`src/rtl/regfile_pkg.sv`:
```
// Shared widths, typedefs and helpers for the multi-port register file.
// Optional build macro used by this slice: REGFILE_BYPASS_EN (write-to-read forwarding).
package regfile_pkg;

  localparam int DATA_W_DEF  = 32;
  localparam int REG_NUM_DEF = 32;
  localparam int PEND_W_DEF  = 2;

  // Address width for n registers; never below one bit.
  function automatic int aw_of(input int n);
    return (n <= 2) ? 1 : $clog2(n);
  endfunction

  localparam int AW_DEF   = aw_of(REG_NUM_DEF);
  localparam int PEND_MAX = (1 << PEND_W_DEF) - 1;

  typedef logic [AW_DEF-1:0]     rf_addr_t;
  typedef logic [DATA_W_DEF-1:0] rf_data_t;

endpackage

```
`src/rtl/regfile_sb_ctr.sv`:
```
// Pending-producer scoreboard: one saturating up/down counter per register plus
// the iss_full and rd_busy views of it. Honours REGFILE_BYPASS_EN for rd_busy.
module regfile_sb_ctr
  import regfile_pkg::*;
#(
  parameter  int REG_NUM = REG_NUM_DEF,
  parameter  int NRD     = 2,
  parameter  int NWR     = 1,
  parameter  int PEND_W  = PEND_W_DEF,
  localparam int AW      = aw_of(REG_NUM)
) (
  input  logic              clk,
  input  logic              rst,
  input  logic [NRD-1:0]    rd_en,
  input  logic [NRD*AW-1:0] rd_addr,
  output logic [NRD-1:0]    rd_busy,
  input  logic [NWR-1:0]    wr_en,
  input  logic [NWR*AW-1:0] wr_addr,
  input  logic              iss_en,
  input  logic [AW-1:0]     iss_addr,
  output logic              iss_full
);

  localparam logic [PEND_W-1:0] CNT_MAX = '1;
  localparam logic [PEND_W-1:0] CNT_ONE = PEND_W'(1);

  logic [PEND_W-1:0]  cnt_reg  [REG_NUM];
  logic [PEND_W-1:0]  cnt_next [REG_NUM];
  logic [REG_NUM-1:0] wr_hit;

  assign iss_full = iss_en && (iss_addr != '0) && (cnt_reg[iss_addr] == CNT_MAX);

  genvar gi, gw;
  generate
    for (gi = 0; gi < REG_NUM; gi++) begin : g_reg
      logic [NWR-1:0] port_hit;
      logic           inc;
      for (gw = 0; gw < NWR; gw++) begin : g_port
        assign port_hit[gw] = wr_en[gw] && (wr_addr[gw*AW +: AW] == AW'(gi));
      end
      // Any number of hitting write ports retires exactly one producer.
      assign wr_hit[gi] = |port_hit;
      assign inc = iss_en && !iss_full && (iss_addr == AW'(gi)) && (gi != 0);
      assign cnt_next[gi] =
          (inc && !wr_hit[gi])                          ? cnt_reg[gi] + CNT_ONE :
          (!inc && wr_hit[gi] && (cnt_reg[gi] != '0))   ? cnt_reg[gi] - CNT_ONE :
                                                          cnt_reg[gi];
    end

    for (gi = 0; gi < NRD; gi++) begin : g_busy
      logic [AW-1:0]     a;
      logic [PEND_W-1:0] c;
      assign a = rd_addr[gi*AW +: AW];
      assign c = cnt_reg[a];
`ifdef REGFILE_BYPASS_EN
      // A forwarded write already satisfies one producer.
      assign rd_busy[gi] = rd_en[gi] && (a != '0) && (wr_hit[a] ? (c > CNT_ONE) : (c != '0));
`else
      assign rd_busy[gi] = rd_en[gi] && (a != '0) && (c != '0);
`endif
    end
  endgenerate

  always_ff @(posedge clk) begin
    if (rst) begin
      for (int r = 0; r < REG_NUM; r++) cnt_reg[r] <= '0;
    end else begin
      for (int r = 0; r < REG_NUM; r++) cnt_reg[r] <= cnt_next[r];
    end
  end

endmodule

```
`src/rtl/regfile_mp_sb.sv`:
```
// Multi-port register file with pending-write scoreboard; x0 reads as zero.
// REGFILE_BYPASS_EN enables same-cycle write-to-read forwarding.
module regfile_mp_sb
  import regfile_pkg::*;
#(
  parameter  int DATA_W  = DATA_W_DEF,
  parameter  int REG_NUM = REG_NUM_DEF,
  parameter  int NRD     = 2,
  parameter  int NWR     = 1,
  parameter  int PEND_W  = PEND_W_DEF,
  localparam int AW      = aw_of(REG_NUM)
) (
  input  logic                  clk,
  input  logic                  rst,
  input  logic [NRD-1:0]        rd_en,
  input  logic [NRD*AW-1:0]     rd_addr,
  output logic [NRD*DATA_W-1:0] rd_data,
  output logic [NRD-1:0]        rd_busy,
  input  logic [NWR-1:0]        wr_en,
  input  logic [NWR*AW-1:0]     wr_addr,
  input  logic [NWR*DATA_W-1:0] wr_data,
  input  logic                  iss_en,
  input  logic [AW-1:0]         iss_addr,
  output logic                  iss_full
);

  logic [DATA_W-1:0] mem_reg [REG_NUM];

  // Ascending port loop: the last non-blocking assignment, highest port, wins.
  always_ff @(posedge clk) begin
    if (rst) begin
      for (int r = 0; r < REG_NUM; r++) mem_reg[r] <= '0;
    end else begin
      for (int w = 0; w < NWR; w++) begin
        if (wr_en[w] && (wr_addr[w*AW +: AW] != '0))
          mem_reg[wr_addr[w*AW +: AW]] <= wr_data[w*DATA_W +: DATA_W];
      end
    end
  end

  genvar gi;
  generate
    for (gi = 0; gi < NRD; gi++) begin : g_rd
      logic [AW-1:0]     a;
      logic [DATA_W-1:0] val;
      assign a = rd_addr[gi*AW +: AW];
`ifdef REGFILE_BYPASS_EN
      always_comb begin
        val = mem_reg[a];
        for (int w = 0; w < NWR; w++) begin
          if (wr_en[w] && (wr_addr[w*AW +: AW] == a))
            val = wr_data[w*DATA_W +: DATA_W];
        end
      end
`else
      assign val = mem_reg[a];
`endif
      assign rd_data[gi*DATA_W +: DATA_W] = (rd_en[gi] && (a != '0)) ? val : '0;
    end
  endgenerate

  regfile_sb_ctr #(
    .REG_NUM (REG_NUM),
    .NRD     (NRD),
    .NWR     (NWR),
    .PEND_W  (PEND_W)
  ) u_sb (
    .clk      (clk),
    .rst      (rst),
    .rd_en    (rd_en),
    .rd_addr  (rd_addr),
    .rd_busy  (rd_busy),
    .wr_en    (wr_en),
    .wr_addr  (wr_addr),
    .iss_en   (iss_en),
    .iss_addr (iss_addr),
    .iss_full (iss_full)
  );

endmodule
```
`config.mk`:
```
export PLATFORM = sky130hd
export DESIGN_NAME = regfile_mp_sb
export DESIGN_NICKNAME = d
export VERILOG_FILES = /design/src/rtl/regfile_pkg.sv /design/src/rtl/regfile_sb_ctr.sv /design/src/rtl/regfile_mp_sb.sv
export SDC_FILE = /design/constraint.sdc
export NUM_CORES = 2
export LEC_CHECK = 0
export BUFFER_PORTS_ARGS = -buffer_cell sky130_fd_sc_hd__buf_2
export CAP_MARGIN = 20
export CORE_MARGIN = 1
export CORE_UTILIZATION = 50
export DETAILED_ROUTE_END_ITERATION = 8
export PLACE_DENSITY = 0.77
export SLEW_MARGIN = 20
export SYNTH_ARGS = -nofsm -noshare
export SYNTH_HDL_FRONTEND = slang
export SYNTH_SLANG_ARGS = --single-unit
export TNS_END_PERCENT = 50
```
`constraint.sdc`:
```
create_clock -name clk -period 3.7 [get_ports clk]
set_input_delay 0 -clock clk [delete_from_list [all_inputs] [get_ports clk]]
set_output_delay 0 -clock clk [all_outputs]
set_load 0.02 [all_outputs]
```
# Yosys cells after proc, flatten, opt, wreduce, memory -nomap -nowiden
# Memories as Yosys holds them, arrays and structs flattened.
# Cells that the tools add are included.
dict set report classes {
  n_addsub 63
  n_shift 0
  n_reduce_logical 268
  n_lt_le_gt_ge 0
  n_eq_ne 63
  mux 106
  div 0
  bitwise 32
  multipliers 0
}
# op count
set ops {}
lappend ops {{2-bit 2-to-1 mux} 95}
lappend ops {{1-bit logical AND} 165}
lappend ops {{5-bit == test (second input constant)} 32}
lappend ops {{32-bit 2-to-1 mux} 3}
lappend ops {{5-bit by 4-bit == test with 1-bit output (second input constant)} 16}
lappend ops {{2-bit nonzero test} 34}
lappend ops {{2-bit by 1-bit subtractor with 2-bit output (second input constant)} 32}
lappend ops {{1-bit logical NOT} 63}
lappend ops {{2-bit by 1-bit adder with 2-bit output (second input constant)} 31}
lappend ops {{5-bit by 3-bit == test with 1-bit output (second input constant)} 8}
lappend ops {{1-bit bitwise OR} 32}
lappend ops {{32-bit OR reduction} 1}
lappend ops {{5-bit by 2-bit == test with 1-bit output (second input constant)} 4}
lappend ops {{5-bit nonzero test} 4}
lappend ops {{5-bit by 1-bit == test with 1-bit output (second input constant)} 2}
lappend ops {{1-bit 2-to-1 mux} 7}
lappend ops {{5-bit logical NOT} 1}
lappend ops {{5-bit 2-to-1 mux} 1}
lappend ops {{2-bit == test (second input constant)} 1}
dict set report totals {
  reg_bits 0
  mem_bits_ro 0
  inputBits 58
  elab_cells 534
  ram_bits 1088
  out_inout_bits 67
  latchBits 0
  n_memories 2
}
# memory depth word_bits rd rd_clocked_by_memory_dff wr line
set memory_table {}
lappend memory_table {mem_reg 32 32 2 0 32 regfile_mp_sb.sv:27} ;# logic [DATA_W-1:0] mem_reg [REG_NUM];
lappend memory_table {u_sb.cnt_reg 32 2 35 0 32 regfile_sb_ctr.sv:27} ;# logic [PEND_W-1:0] cnt_reg [REG_NUM];

# Longest topological paths before layout
dict set report logic_depth {
  word_depth 12
  ltp_mapped 9
  depth_no_buf 6
}

# By module
# From an unflattened synthesis, not the netlist that was laid out.
dict set report hier_totals {
  hier_cells 4292
  area_unflattened_um2 59703.5
}
# module cells_each n_inst area_each_um2 seq_area_each_um2
set by_module_without_submodules {}
lappend by_module_without_submodules {regfile_mp_sb 3751 1 54984.0 30749.5}
lappend by_module_without_submodules {regfile_sb_ctr 541 1 4719.5 1241.2}

# Least setup slack after synthesis
# Ideal clock, no wire load.
dict set report synth_timing {
  kind {in2reg}
  from {input port wr_addr[2]}
  to {memory mem_reg[1][0] (netlist bit), enable pin}
  required_time_ns 3.234
  slack_ns 0.266
  setup_ns 0.466
  n_path_buf 2
  cell_stages 4
  t_arrival_ns 2.968
  path_cell_list {or2_2 clkbuf_1 clkbuf_1 o21ai_0}
}
# element line
set synth_rtl {}
lappend synth_rtl {{start, declared} regfile_mp_sb.sv:20} ;# input logic [NWR*AW-1:0] wr_addr,
lappend synth_rtl {{end, declared} regfile_mp_sb.sv:27}

# Final worst setup path
dict set report layout_timing {
  from {input port rd_addr[8]}
  to {output port rd_data[63]}
}
dict set report layout_between {
  elab_chain_len 3
  word_cells_on_any_way 4
  classes_between {1 x mux; 2 x reduce/logical; 1 x memory}
}
# element line
set layout_rtl {}
lappend layout_rtl {{start, declared} regfile_mp_sb.sv:16} ;# input logic [NRD*AW-1:0] rd_addr,
lappend layout_rtl {{branches (longest 2 deep; another with memory read 32 x 32 bit)} n/a}
lappend layout_rtl {{32-bit 2-to-1 mux (*)} regfile_mp_sb.sv:58} ;# assign rd_data[gi*DATA_W +: DATA_W] = (rd_en[gi] && (a != '0)) ? val : '0;
lappend layout_rtl {{end, declared} regfile_mp_sb.sv:17} ;# output logic [NRD*DATA_W-1:0] rd_data,
# Mark *: on every way between the ends.

==> flow_metrics.tcl <==
set metrics [dict create \
    synthArstFlopShare_pct 0 \
    gr-total-overflow 0 \
    timing.hold.ws_ps 60.9 \
    layout.nets 4143 \
    holdPathStages 6 \
    place_congestion 0.962 \
    worstRegToRegCells 6 \
    fin_tns_setup_ps 0 \
    dieHeight_um 345 \
    rsz0062_at_grt "no" \
    ant_nets 0 \
    yosys-mux-area-fraction_pct 24.1 \
    clk_latency_ps 710 \
    largest_register_ffs 1024 \
    yosysSeqAreaShare_pct 54.3 \
    vias 38900 \
    timing.final.ws_setup_ps 481 \
    dr.pass1.iters 7 \
    critical_path.startpoint_type "input pin" \
    synth_top_family_by_area "multiplexers" \
    grt_pass1_vias 38600 \
    io_buffers 124 \
    yosysUniqueCellTypes 55 \
    dieArea_um2 119000 \
    htreeDepth 3 \
    postCtsSetupBuffers 0 \
    wire_per_inst_um 32.4 \
    max-slew-margin-rel_pct 23.9 \
    syn_inst 4053 \
    tightest_slew_ps 1140 \
    min_path_type "in2reg" \
    finalSetupViolCount 0 \
    end_kind "output port" \
    min_period_over_period_pct 87.0 \
    rows 125 \
    clk_pin_slew_ps 60 \
    vias_per_cell 6.82 \
    ir_worst_vdd_mv 0.453 \
    drv_slew 0 \
    min-delay-start "iss_en" \
    core_area_um2 117000 \
    synthAdderAreaFrac_pct 0.0212 \
    synth_xor_area_share_pct 0.252 \
    fin_crit_ps 3220 \
    yosysWarnings 0 \
    place_hpwl_um 109000 \
    synth_edf_count 1024 \
    syn_area_um2 59000 \
    path_max_fanout 30 \
    yosys_register_bits 1088 \
    max-cap-violations 0 \
    drc 0 \
    synth-compound-area-share_pct 4.85 \
    grt_pass1_wl_um 266000 \
    postSynthAreaPerCell_um2 14.6 \
    cp_data_arrival_time_ps 3220 \
    synthSimpleGateAreaFrac_pct 13.5 \
    cts_buffers 112 \
    io_pins 125 \
    fin_skew_ps 23.1 \
    grt_max_degree 113 \
    fp.dieW_um 345 \
    wl_um 185000 \
    drt_iter0_drc 5726 \
    clock_sinks 1088 \
    hold_viol_final 0 \
    worstSetupPathType "in2out" \
    drive_above_1_share_pct 27.0 \
    cp.required_ps 3700 \
    fmax_mhz 311 \
    timing.rr.end "u_sb.cnt_reg[4][0]" \
    outcome "finished, final reports clean" \
    antenna_found_initial 13 \
    grt_use_total_pct 30.8 \
    initial_core_util_pct 50.6 \
    p_leak_nw 22.7 \
    synth_top_flop_cell "edfxtp_1" \
    cts_tree "yes" \
    area_growth_pct 12.1 \
    reg2reg_slack_ps 1070 \
    holdPathEnd "u_sb.cnt_reg[11][1]" \
    r2r_start "u_sb.cnt_reg[15][0]" \
    place_ws_ps 865 \
    power_density_nw_per_um2 446 \
    max-clock-path-buffers 3 \
    clockRootBuffer "clkbuf_16" \
]
placed cells by master (no fill, tap or decap), types with 18 or more instances in the layout:
master         count
nor3_1            78
o221ai_1          43
mux2_2            80
dlygate4sd3_1     36
buf_4            115
mux4_2           508
o21ai_4           29
clkinv_1          26
nand2_1           64
buf_12            34
nor2_4            18
o22ai_1           36
a221oi_1          59
mux2i_1          171
and2_1           996
edfxtp_1        1024
clkinv_2          30
inv_1             24
nand3_1           19
conb_1            32
nor2_1            89
a211o_1           25
o21ai_0           25
clkbuf_16        115
a21oi_1           69
buf_2            113
dfxtp_1           64
a211oi_1          24
metal layers:
metal / vias up / track usage, % / part of all wire [%]
met5: - / 0 / 0.017
met4: 6 / 15.3 / 5.5
met3: 549 / 9.98 / 15
met2: 2993 / 46.3 / 45
met1: 19700 / 40.4 / 35
li1: 15700 / - / -
worst max-delay path by stage:
stage                     cells after the start                  to                from
final                                         7         rd_data[63]          rd_addr[8]
after detailed placement                      7  u_sb.cnt_reg[4][0]         iss_addr[0]
after global placement                        7         rd_data[43]          rd_addr[8]
after CTS                                     6          rd_busy[0]  u_sb.cnt_reg[1][1]
after floorplan                               4       mem_reg[1][0]          wr_addr[2]
after global routing                          5         rd_data[55]     mem_reg[31][23]
what timing repair did:
item | in CTS | in global routing
endpoints found under the hold margin | 1022 | 0
resized for setup | 0 | 0
hold buffers | 36 | 0
kinds of logic after synthesis:
group / count (synthesis)
simple gates: 1357
flops: 1088
mux: 765
buf+inv: 441
compound gates: 383
xor+xnor: 17
fa+ha+maj: 1
other cells: 1
area by class of cell:
class	count	area, µm²
clock inverter	79	717
tap	1524	1910
multi-input combinational	2555	25900
antenna	8	20.0
timing repair buffer	302	2530
inverter	25	95.1
clock buffer	131	2940
fill	8864	50400
sequential	1088	32000
stage by stage:
step / cells / area (µm²) / power [mW] / util [%]
after floorplan: 4084 / 59100 / 16.8 / -
after global placement: 5458 / 62100 / 18.1 / 53.3
after detailed placement: 5458 / 62100 / 18.2 / 53.3
after CTS: 5704 / 66100 / 29.4 / 56.7
after global routing: 5706 / 66100 / 30.1 / 56.7
final: 5712 / 66100 / 29.5 / 56.7
critical path, stage by stage:
cell and delay, ps:
buf_4 340, or3_2 950, buf_4 310, o31ai_4 80
buf_4 300, nor3_1 880, buf_2 320
synthesized netlist by cell type, types with 3 or more instances:
cell,count,area (µm²)
edfxtp_1,1024,30700
and2_1,996,6230
mux4_2,508,11400
clkbuf_1,319,1200
mux2i_1,171,1710
nor2_1,119,447
mux2_2,80,901
nor3_1,79,395
a21oi_1,69,345
nand2_1,68,255
dfxtp_1,64,1280
a221oi_1,59,517
buf_2,54,270
o21ai_0,54,270
o221ai_1,43,377
buf_1,37,139
o22ai_1,36,225
a211o_1,25,219
inv_1,25,93.8
a211oi_1,24,180
nand3_1,19,95.1
nor4_1,16,100
o21a_1,16,120
nand2b_1,15,93.8
nor2b_1,15,93.8
nor3b_1,13,97.6
a21o_1,11,82.6
xor2_1,11,96.3
a211oi_2,9,113
or3b_2,7,61.3
mux4_1,6,158
o221a_1,6,67.6
o32ai_1,6,52.6
xnor2_1,6,52.6
a31oi_1,5,31.3
o221a_2,5,56.3
buf_4,4,30.0
a2111oi_4,3,82.6
where the power goes:
| part | switching [mW] | leakage, nW | internal, mW |
|---|---|---|---|
| logic | 2.19 | 10.7 | 1.52 |
| registers | 0.315 | 10.3 | 14.1 |
| clock network | 5.01 | 1.78 | 6.38 |
(Power assumes the default switching activity.)
